[config.mk]
export PLATFORM = sky130hd
export DESIGN_NAME = key_conditioner
export DESIGN_NICKNAME = d
export VERILOG_FILES = /design/src/rtl/key_conditioner.sv
export SDC_FILE = /design/constraint.sdc
export NUM_CORES = 1
export LEC_CHECK = 0
export ABC_AREA = 1
export CAP_MARGIN = 20
export CORE_MARGIN = 8
export CORE_UTILIZATION = 62
export CTS_BUF_LIST = sky130_fd_sc_hd__clkbuf_4 sky130_fd_sc_hd__clkbuf_8
export DETAILED_ROUTE_END_ITERATION = 12
export GPL_TIMING_DRIVEN = 0
export PLACE_DENSITY = 0.82
export SETUP_SLACK_MARGIN = 0.4
export SLEW_MARGIN = 20
export SYNTH_ARGS = -nofsm -noshare
export SYNTH_HDL_FRONTEND = slang
export SYNTH_SLANG_ARGS = --single-unit
[constraint.sdc]
create_clock -name clock -period 5.37 [get_ports clock]
set_input_delay 1.611 -clock clock [delete_from_list [all_inputs] [get_ports clock]]
set_output_delay 1.611 -clock clock [all_outputs]
set_load 0.02 [all_outputs]
[src/rtl/key_conditioner.sv]
// key_conditioner
//   Synchronizes and debounces four active-low pushbuttons and synchronizes
//   ten slide switches. Each key has its own four-state debounce FSM.
//   The FSM emits registered press/release pulses and a debounced level.
//
//   Optional feature: define KEY_CONDITIONER_AUTO_REPEAT_EN to add per-key
//   auto-repeat. A key held in PRESSED emits extra key_press pulses,
//   REPEAT_DELAY cycles after entry and then every REPEAT_RATE cycles.
//
// Ports
//   clock        in   1   board clock, all state on rising edge
//   reset        in   1   asynchronous active-high reset
//   key          in   4   raw pushbuttons, active-low, asynchronous
//   sw           in  10   raw slide switches, asynchronous
//   key_level    out  4   debounced key state, 1 = pressed
//   key_press    out  4   one-cycle pulse per accepted press (and per repeat)
//   key_release  out  4   one-cycle pulse per accepted release
//   sw_sync      out 10   switches after a two-flop synchronizer
module key_conditioner #(
  parameter int unsigned STABLE_CYCLES = 240000,
  parameter int unsigned REPEAT_DELAY  = 12000000,
  parameter int unsigned REPEAT_RATE   = 2400000
) (
  input  logic       clock,
  input  logic       reset,
  input  logic [3:0] key,
  input  logic [9:0] sw,
  output logic [3:0] key_level,
  output logic [3:0] key_press,
  output logic [3:0] key_release,
  output logic [9:0] sw_sync
);

  localparam int unsigned CW = $clog2(STABLE_CYCLES + 1);
  localparam logic [CW-1:0] STABLE_C = CW'(STABLE_CYCLES);
  localparam logic [CW-1:0] ONE_C    = CW'(1);

  typedef enum logic [1:0] {
    IDLE,
    PRESS_WAIT,
    PRESSED,
    RELEASE_WAIT
  } state_t;

  logic [3:0]    key_s1;
  logic [3:0]    key_s2;
  logic [9:0]    sw_s1;
  state_t        state [4];
  logic [CW-1:0] cnt   [4];

`ifdef KEY_CONDITIONER_AUTO_REPEAT_EN
  localparam int unsigned RPT_MAX = (REPEAT_DELAY > REPEAT_RATE) ? REPEAT_DELAY : REPEAT_RATE;
  localparam int unsigned RW      = (RPT_MAX < 2) ? 1 : $clog2(RPT_MAX + 1);
  localparam logic [RW-1:0] DELAY_C = RW'(REPEAT_DELAY);
  localparam logic [RW-1:0] RATE_C  = RW'(REPEAT_RATE);

  // rpt_first selects the initial delay; after the first repeat the
  // shorter rate period applies until the key leaves PRESSED for good.
  logic [RW-1:0] rpt_cnt   [4];
  logic [3:0]    rpt_first;
`else
  // Repeat timing parameters have no effect in this build.
  if (REPEAT_DELAY == 0 || REPEAT_RATE == 0) begin : g_repeat_unused
  end
`endif

  always_ff @(posedge clock or posedge reset) begin
    if (reset) begin
      key_s1      <= '1;
      key_s2      <= '1;
      sw_s1       <= '0;
      sw_sync     <= '0;
      key_level   <= '0;
      key_press   <= '0;
      key_release <= '0;
      for (int unsigned i = 0; i < 4; i++) begin
        state[i] <= IDLE;
        cnt[i]   <= '0;
`ifdef KEY_CONDITIONER_AUTO_REPEAT_EN
        rpt_cnt[i] <= '0;
`endif
      end
`ifdef KEY_CONDITIONER_AUTO_REPEAT_EN
      rpt_first <= '1;
`endif
    end else begin
      key_s1  <= key;
      key_s2  <= key_s1;
      sw_s1   <= sw;
      sw_sync <= sw_s1;

      key_press   <= '0;
      key_release <= '0;

      for (int unsigned i = 0; i < 4; i++) begin
        case (state[i])
          IDLE: begin
            if (!key_s2[i]) begin
              state[i] <= PRESS_WAIT;
              cnt[i]   <= ONE_C;
            end
          end

          PRESS_WAIT: begin
            if (key_s2[i]) begin
              state[i] <= IDLE;
              cnt[i]   <= '0;
            end else if (cnt[i] == STABLE_C) begin
              state[i]     <= PRESSED;
              key_press[i] <= 1'b1;
              key_level[i] <= 1'b1;
            end else begin
              cnt[i] <= cnt[i] + ONE_C;
            end
          end

          PRESSED: begin
            if (key_s2[i]) begin
              state[i] <= RELEASE_WAIT;
              cnt[i]   <= ONE_C;
            end
`ifdef KEY_CONDITIONER_AUTO_REPEAT_EN
            else if ((rpt_cnt[i] + RW'(1)) == (rpt_first[i] ? DELAY_C : RATE_C)) begin
              key_press[i]  <= 1'b1;
              rpt_cnt[i]    <= '0;
              rpt_first[i]  <= 1'b0;
            end else begin
              rpt_cnt[i] <= rpt_cnt[i] + RW'(1);
            end
`endif
          end

          RELEASE_WAIT: begin
            // A bounce back to PRESSED keeps the repeat counter as it was.
            if (!key_s2[i]) begin
              state[i] <= PRESSED;
            end else if (cnt[i] == STABLE_C) begin
              state[i]       <= IDLE;
              cnt[i]         <= '0;
              key_release[i] <= 1'b1;
              key_level[i]   <= 1'b0;
`ifdef KEY_CONDITIONER_AUTO_REPEAT_EN
              rpt_cnt[i]   <= '0;
              rpt_first[i] <= 1'b1;
`endif
            end else begin
              cnt[i] <= cnt[i] + ONE_C;
            end
          end

          default: begin
            state[i] <= IDLE;
            cnt[i]   <= '0;
          end
        endcase
      end
    end
  end

endmodule

==> results of run 1 <==
==> power by group through the flow <==
stage / sequential, mW / clock [mW] / combinational [mW]
2_1_floorplan: 0.974 / 0 / 0.135
5_1_grt: 0.961 / 0.922 / 0.226
4_1_cts: 0.959 / 0.883 / 0.201
3_3_place_gp: 0.975 / 0 / 0.192
6_report: 0.959 / 0.873 / 0.199
3_5_place_dp: 0.976 / 0 / 0.200
==> metal layers <==
metal  global-route usage (%)  vias up  share of wire (%)
met2                     36.4      178                 47
met4                     6.94        2                1.2
li1                         -     3062                  -
met1                     29.2     2877                 45
met5                        0        -              0.057
met3                     6.47       26                6.6
==> worst register-to-register path: stages (launching register included) <==
cell,delay (ns)
dfrtp_1,0.43
inv_1,0.11
ha_1,0.19
inv_1,0.05
nor2_1,0.14
nand2_1,0.11
nor2_4,0.12
nand3_4,0.14
nand2_4,0.15
inv_4,0.07
buf_6,0.15
nand2_1,0.07
nand2_1,0.05
==> kinds of logic (layout without fill, tap and decap cells) <==
logic type	after synthesis	in the layout	synth area share, %
xor gates and xnor gates	31	31	3.94
AOI/OAI and AO/OA	85	85	8.02
adders and majority gates	8	8	1.45
and+or+nand+nor	531	531	34.7
buffers and inverters	136	206	8.17
DFF	120	120	43.7
==> state kept, by name (all words and copies together) (netlist names), named ones only <==
| register | cells |
|---|---|
| cnt | 72 |
| key_level | 4 |
| key_press | 4 |
| key_release | 4 |
| key_s1 | 4 |
| key_s2 | 4 |
| state | 4 |
| sw_s1 | 10 |
| sw_sync | 10 |
==> layout by cell type (no fill, tap or decap), drive strengths merged <==
cell type,instances
clkinv,8
nand2,263
dfstp,8
a21oi,6
nand3b,3
o22ai,13
xnor2,2
clkbuf,20
dfrtp,112
nand3,93
o211ai,3
nor3,17
xor2,29
inv,119
a211oi,4
nor4,3
nor2,113
clkdlybuf4s50,37
o31ai,2
and2,1
bufinv,3
nand4,35
clkinvlp,5
o21a,2
or2,3
o21ai,54
o2111ai,1
buf,14
ha,8
==> area by class of cell <==
cell class / instances / area (sq um)
clock buffer: 18 / 248
fill: 869 / 2950
inverter: 121 / 462
timing repair buffer: 38 / 398
clock inverter: 14 / 173
tap: 140 / 175
buffer: 15 / 106
multi-input combinational: 655 / 3320
sequential: 120 / 3010
==> cells in the mapped netlist <==
cell type,n
nand4_1,35
buf_2,7
and2_1,1
o21ai_1,18
o21ai_0,26
nand2_1,256
nand3_4,4
buf_4,1
o31ai_1,2
o211ai_1,3
inv_4,1
ha_1,8
nor2_4,2
a21oi_4,1
nor4_1,3
o22ai_2,5
o21ai_2,10
o21a_1,2
xor2_1,29
nor3_2,3
nor2_2,7
dfrtp_1,112
dfstp_2,8
nand2_8,1
nand2_2,4
nor2_1,104
inv_1,108
or2_2,3
nand3_2,1
clkinv_1,4
xnor2_1,2
o22ai_1,8
clkbuf_1,2
inv_2,8
o2111ai_1,1
buf_6,5
nand2_4,2
nor3_1,14
nand3b_1,3
a211oi_1,4
a21oi_1,5
nand3_1,88
==> through the flow <==
stage          power, mW  std cells  TNS (ns)  worst slack (ns)  util [%]
6_report            2.03       1121         0              2.31      72.8
5_1_grt             2.11       1121         0              2.27      72.8
4_1_cts             2.04       1121         0              2.30      72.8
3_5_place_dp        1.18       1089         0              2.54      68.9
3_3_place_gp        1.17       1088   -113.07             -1.02      68.6
2_1_floorplan       1.11        911         0             0.586         -
==> worst max-delay path by stage <==
stage	startpoint	to	slack (ns)	cells past startpoint
after floorplan	reset	asynchronous set/reset pin	0.59	1
after global placement	reset	cnt[13]	-1.02	2
after detailed placement	reset	key_s2[3]	2.54	3
after CTS	sw_sync[1]	sw_sync[1]	2.30	1
after global routing	sw_sync[1]	sw_sync[1]	2.27	1
final	sw_sync[1]	sw_sync[1]	2.31	1
==> results.yml, run 1 <==
status:
  status: "completed"
final_layout:
  final_design_area_no_fill_sq_um: 7890
  finalNetCount: 992
  synthToLayoutAreaGrowth_pct: 14.5
  layout-drive-gt1-share_pct: 10.9
  n_antenna_cell: 0
grt:
  grt_pass1_vias: 5775
  grt_max_degree: 67
  antenna_found_initial: 1
  grt_pass1_wl_um: 27200
  globalRouteTotalUtil_pct: 22.7
  grt-ovfl-total: 0
placed_design:
  placed_area_sq_um: 7470
  port_buffers: 37
  gp_congestion: 0.912
  hpwl_um: 11200
detailed_routing:
  ant_nets: 0
  drc_errors: 0
  via_per_inst: 5.48
  wl_per_cell_um: 14.1
  wl_um: 15800
  drt_iter0_markers: 605
  via_count: 6145
  dr.pass1.iters: 6
timing:
  setup_viol: 0
  worst_clock_skew_ns: 0.0119
  drv_slew: 0
  tightest_slew_ns: 0.503
  min_period_ns: 3.06
  whs_ns: 0.343
  rsz0062_at_grt: "false"
  post-route-period-util_pct: 56.9
  finalHoldViolCount: 0
  slew_headroom_pct: 66.5
  fmax_mhz: 327
synthesis:
  yosysWarningCount: 0
  ys_types: 42
  ys_top_cells_by_area: "dfrtp_1 41%, nand2_1 14%, nand3_1 6.4%"
  yosysSeqAreaShare_pct: 43.7
  ys_seq_elements: 120
  synth_area_sq_um: 6890
  syn_nets: 935
  synth_top_area_share_pct: 40.7
  postSynthCellCount: 911
  synth_top_cell_by_area: "dfrtp_1"
  syn_avg_cell_area_sq_um: 7.56
worst_setup_path:
  path_class: "reg -> out"
  cp-end-kind: "primary output"
  startpoint_type: "register"
  worstRegToRegCells: 12
  critPathMaxFanout: 1
  crit_chain: "clkdlybuf4s50_1"
  rrSetupSlack_ns: 3.48
  critical_path.top_delay_family: "buffers and inverters"
  critPathBufInv: 1
  slowest_stage: "clkdlybuf4s50_1"
  cp.required_ns: 3.76
  critical_path.max_stage_delay_ns: 0.62
  r2r-end: "cnt[30]"
  r2r_start: "cnt[19]"
  cp.arrival_ns: 1.45
clock_network:
  clk_path_buf_depth: 2
  root_buffer: "clkbuf_8"
  post-cts-setup-buffers: 0
  cts.sinks: 120
  cts_resized: 0
  worstSkewPairLatency_ns: 0.45
  h-tree-depth: 4
  ctsHoldBuffers: 0
  clk_pin_slew_worst_paths_ns: 0.08
  cts_tree: "built"
  cts_buffers: 17
floorplanning:
  die_area_sq_um: 14700
  num_io_pins: 38
  core-area_sq_um: 10800
  num_rows: 38
  dieHeight_um: 121
  start_util_pct: 63.6
  die_x_um: 121
hold_path:
  hold_depth: 0
  hold_path_startpoint: "sw_s1[8]"
  hold_path_end: "sw_sync[8]"
  hp-class: "reg -> reg"
pwr:
  p_comb_share_pct: 9.8
  switching_share_pct: 27.4
  peakVddDrop_mv: 0.248
  p_clk_share_pct: 43.0
  power_density_nw_per_um2: 257
  power_leakage_nw: 3.63
  seqPwrFrac_pct: 47.2
  power.internal_mw: 1.48
  p_switching_mw: 0.556
job:
  maxCapViolCount: 0
(Power assumes the default switching activity.)
==> run 2, diff against run 1 <==
Settings changed: CORE_UTILIZATION 62 to 56, PLACE_DENSITY 0.82 to 0.78.
Clock period 5.37 ns to 2.76 ns, I/O delays scaled along.
==> results.yml, run 2 (synthesis results as in run 1) <==
status:
  status: "completed"
floorplanning:
  die_area_sq_um: 16100
  start_util_pct: 57.4
  num_rows: 40
  core-area_sq_um: 12000
  num_io_pins: 38
  die_x_um: 127
  dieHeight_um: 127
timing:
  rsz0062_at_grt: "false"
  drv_slew: 0
  post-route-period-util_pct: 82.8
  setup_viol: 0
  whs_ns: 0.350
  setup_tns_ns: 0
  min_period_ns: 2.29
  worst_clock_skew_ns: 0.0112
  fmax_mhz: 437
  tightest_slew_ns: 0.501
  finalHoldViolCount: 0
  slew_headroom_pct: 66.6
final_layout:
  largest_reg_flops: 72
  final_common_cell: "nand2_1"
  n_antenna_cell: 0
  layout-drive-gt1-share_pct: 11.2
  synthToLayoutAreaGrowth_pct: 14.6
  final_cell_mix: "256 x nand2_1, 112 x dfrtp_1, 107 x inv_1"
  finalNetCount: 995
  top_regs: "cnt: 72 flops, sw_s1: 10 flops, sw_sync: 10 flops"
  registers.top_by_ff_count: "cnt"
detailed_routing:
  dr.pass1.iters: 5
  top_layer_used: "met5"
  wl_per_cell_um: 13.6
  drt_iter0_markers: 632
  drc_errors: 0
  routed-wl-met3_um: 939
  wl_um: 15400
  ant_nets: 0
  via_per_inst: 5.33
  wl_met1_um: 7160
  via_count: 6023
  met2_length_um: 7110
grt:
  grt_pass1_vias: 5561
  grt_pass1_wl_um: 26400
  antenna_found_initial: 2
  grt-ovfl-total: 0
  globalRouteTotalUtil_pct: 20.2
  grt_max_degree: 36
worst_setup_path:
  startpoint_type: "register"
  r2r_start: "cnt[18]"
  critPathMaxFanout: 1
  critPathBufInv: 1
  critical_path.top_delay_family: "buffers and inverters"
  r2r-end: "cnt[33]"
  path_class: "reg -> out"
  critical_path.max_stage_delay_ns: 0.63
  rrSetupSlack_ns: 0.84
  slowest_stage: "clkdlybuf4s50_1"
  cp-end-kind: "primary output"
  worstRegToRegCells: 11
  cp.required_ns: 1.93
  crit_chain: "clkdlybuf4s50_1"
  cp.arrival_ns: 1.46
hold_path:
  hp-class: "reg -> reg"
  hold_depth: 0
  hold_path_end: "sw_sync[4]"
  hold_path_startpoint: "sw_s1[4]"
placed_design:
  port_buffers: 37
  hpwl_um: 11500
  gp_congestion: 0.906
clock_network:
  root_buffer: "clkbuf_8"
  cts_buffers: 17
  cts.sinks: 120
  clk_path_buf_depth: 2
  post-cts-setup-buffers: 0
  clk_pin_slew_worst_paths_ns: 0.07
  cts_tree: "built"
  cts_resized: 0
  h-tree-depth: 4
  worstSkewPairLatency_ns: 0.46
  ctsHoldBuffers: 0
pwr:
  finalPower_mw: 3.71
  power_density_nw_per_um2: 469
  power_leakage_nw: 3.63
  peakVddDrop_mv: 0.434
job:
  maxCapViolCount: 0
[run 2: cell count changes in the layout (fill, tap and decap cells not counted)]
cell,delta
clkinvlp_4,-2
clkinv_4,+2
buf_12,+3
bufinv_16,-3
inv_6,+3
[run 2: per-stage QoR]
step | cells | worst slack [ns] | util (%) | area, sq um
floorplan | 911 | 0.469 | - | 6900
global placement | 1095 | -0.655 | 62.0 | 7450
detailed placement | 1099 | 0.536 | 62.7 | 7540
CTS | 1131 | 0.450 | 65.8 | 7900
global route | 1131 | 0.434 | 65.8 | 7900
finish | 1131 | 0.474 | 65.8 | 7900
[run 2: metal layers]
layer | GRT usage, % | vias up
li1 | - | 3057
met1 | 26.5 | 2801
met2 | 30.9 | 143
met3 | 6.62 | 18
met4 | 6.30 | 4
met5 | 0 | -
[run 2: final cells by class]
cell class	count	area [sq um]
Clock buffer	18	248
Buffer	15	106
Fill cell	1035	4110
Multi-Input combinational cell	655	3320
Sequential cell	120	3010
Tap cell	147	184
Clock inverter	14	113
Timing Repair Buffer	41	458
Inverter	121	460
[run 2: worst max-delay path by stage]
stage	endpoint	from	depth (start not counted)	slack, ns
finish	sw_sync[6]	sw_sync[6]	1	0.47
global route	key_level[0]	key_level[0]	1	0.43
floorplan	asynchronous set/reset pin	reset	1	0.47
detailed placement	key_s2[0]	reset	5	0.54
CTS	sw_sync[6]	sw_sync[6]	1	0.45
global placement	state[4]	reset	2	-0.65
[run 2: where the power goes]
part           total (mW)  switching, mW  leakage, nW  internal, mW
combinational       0.395          0.254         1.87         0.142
clock                1.45          0.785        0.181         0.660
sequential           1.87         0.0492         1.58          1.82
==> run 3, diff against run 2 <==
Settings changed: CORE_UTILIZATION 56 to 62, PLACE_DENSITY 0.78 to 0.82.
Clock period 2.76 ns to 2.11 ns, I/O delays scaled along.
==> results.yml, run 3 (synthesis results as in run 1) <==
detailed_routing:
  via_per_inst: 5.59
  wl_per_cell_um: 15.2
  drc_errors: 0
  routed-wl-met3_um: 1150
  met2_length_um: 8530
  drt_iter0_markers: 825
  ant_nets: 0
  dr.pass1.iters: 5
  wl_um: 17600
  top_layer_used: "met5"
  via_count: 6470
  wl_met1_um: 7470
grt:
  grt_pass1_vias: 5898
  grt-ovfl-total: 0
  antenna_found_initial: 1
  grt_max_degree: 34
  grt_pass1_wl_um: 27300
  globalRouteTotalUtil_pct: 23.1
hold_path:
  hold_path_startpoint: "sw_s1[8]"
  hold_path_end: "sw_sync[8]"
  hp-class: "reg -> reg"
  hold_depth: 0
worst_setup_path:
  cp.required_ns: 2.47
  startpoint_type: "register"
  critPathMaxFanout: 9
  crit_chain: "buf_2, nand2_1, nor2_1, nand2_2, nor2_4, nand3_4, nand2_8, clkinv_8, clkbuf_16, nand2_2, nand2_1"
  slowest_stage: "dfrtp_1"
  path_class: "reg -> reg"
  critPathBufInv: 3
  r2r_start: "cnt[29]"
  worstRegToRegCells: 11
  critical_path.max_stage_delay_ns: 0.32
  rrSetupSlack_ns: 0.37
  r2r-end: "cnt[30]"
  cp.arrival_ns: 2.10
  critical_path.top_delay_family: "simple AND/OR/NAND/NOR gates"
  cp-end-kind: "register"
timing:
  min_period_ns: 1.74
  fmax_mhz: 573
  slew_headroom_pct: 63.9
  finalHoldViolCount: 0
  tightest_slew_ns: 0.541
  setup_tns_ns: 0
  post-route-period-util_pct: 82.7
  setup_viol: 0
  rsz0062_at_grt: "true"
  worst_clock_skew_ns: 0.00898
  drv_slew: 0
floorplanning:
  num_rows: 38
  die_area_sq_um: 14700
  num_io_pins: 38
  core-area_sq_um: 10800
  dieHeight_um: 121
  die_x_um: 121
  start_util_pct: 63.6
status:
  status: "completed"
pwr:
  seqPwrFrac_pct: 46.5
  switching_share_pct: 28.2
  p_clk_share_pct: 40.3
  peakVddDrop_mv: 0.973
  power_density_nw_per_um2: 622
  power_leakage_nw: 3.92
  power.internal_mw: 3.78
  p_switching_mw: 1.49
  p_comb_share_pct: 13.2
final_layout:
  final_design_area_no_fill_sq_um: 8460
  synthToLayoutAreaGrowth_pct: 22.8
  registers.top_by_ff_count: "cnt"
  top_regs: "cnt: 72 flops, sw_s1: 10 flops, sw_sync: 10 flops"
  n_antenna_cell: 0
  layout-drive-gt1-share_pct: 22.1
  largest_reg_flops: 72
  final_cell_mix: "240 x nand2_1, 103 x dfrtp_1, 101 x inv_1"
  final_common_cell: "nand2_1"
  finalNetCount: 1029
placed_design:
  hpwl_um: 11600
  port_buffers: 37
  placed_area_sq_um: 7540
  gp_congestion: 0.944
clock_network:
  clk_pin_slew_worst_paths_ns: 0.08
  cts.sinks: 120
  worstSkewPairLatency_ns: 0.46
  cts_tree: "built"
  root_buffer: "clkbuf_8"
  clk_path_buf_depth: 2
  ctsHoldBuffers: 0
  cts_buffers: 17
  h-tree-depth: 4
job:
  maxCapViolCount: 0
run 3: layout make-up:
type / instances / area [sq um]
Clock buffer: 19 / 255
Multi-Input combinational cell: 656 / 3580
Timing Repair inverter: 1 / 6.26
Clock inverter: 13 / 148
Timing Repair Buffer: 73 / 681
Fill cell: 747 / 2380
Tap cell: 140 / 175
Inverter: 121 / 473
Sequential cell: 120 / 3020
Buffer: 15 / 125
run 3: metrics by stage:
step / total power [mW] / utilization (%) / setup slack, ns / hold slack (ns) / instances
after detailed placement: 3.01 / 69.5 / 0.216 / 0.336 / 1092
final: 5.26 / 78.1 / 0.366 / 0.350 / 1158
after CTS: 5.12 / 72.9 / 0.400 / 0.353 / 1130
after floorplan: 2.82 / - / 0.0142 / 0.331 / 911
after global routing: 5.46 / 78.1 / 0.294 / 0.361 / 1158
after global placement: 2.97 / 68.6 / -1.07 / 0.332 / 1088
run 3: worst reg2reg max path: stages, from the launching register on:
cell and delay (ns):
dfrtp_1 0.32, buf_2 0.19, nand2_1 0.09, nor2_1 0.20, nand2_2 0.10, nor2_4 0.15, nand3_4 0.12, nand2_8 0.12
clkinv_8 0.08, clkbuf_16 0.16, nand2_2 0.06, nand2_1 0.05
run 3: worst max-delay path by stage:
stage	startpoint	to	slack [ns]	cells after the start
floorplan	reset	asynchronous set/reset pin	0.01	1
global placement	reset	cnt[26]	-1.07	2
detailed placement	reset	key_s2[2]	0.22	4
CTS	cnt[36]	cnt[38]	0.40	10
global route	cnt[29]	cnt[28]	0.29	11
finish	cnt[29]	cnt[30]	0.37	11
run 3: layer usage:
metal	up-vias	track usage, %
met1	3017	28.7
met5	-	0
li1	3146	-
met2	248	36.0
met4	2	11.3
met3	57	6.79
run 3: timing repair:
item                                    in CTS  in global routing
pin swaps                                    3                 19
setup buffers                                6                 23
endpoints found under the setup margin      64                 69
cloned                                       0                  5
resized for setup                           98                 85
run 3: power groups by stage:
stage               Sequential, mW  Clock (mW)  Combinational, mW
floorplan                     2.48           0              0.345
global placement              2.48           0              0.492
detailed placement            2.48           0              0.523
CTS                           2.44        2.15              0.536
global route                  2.45        2.25              0.762
finish                        2.44        2.12              0.694
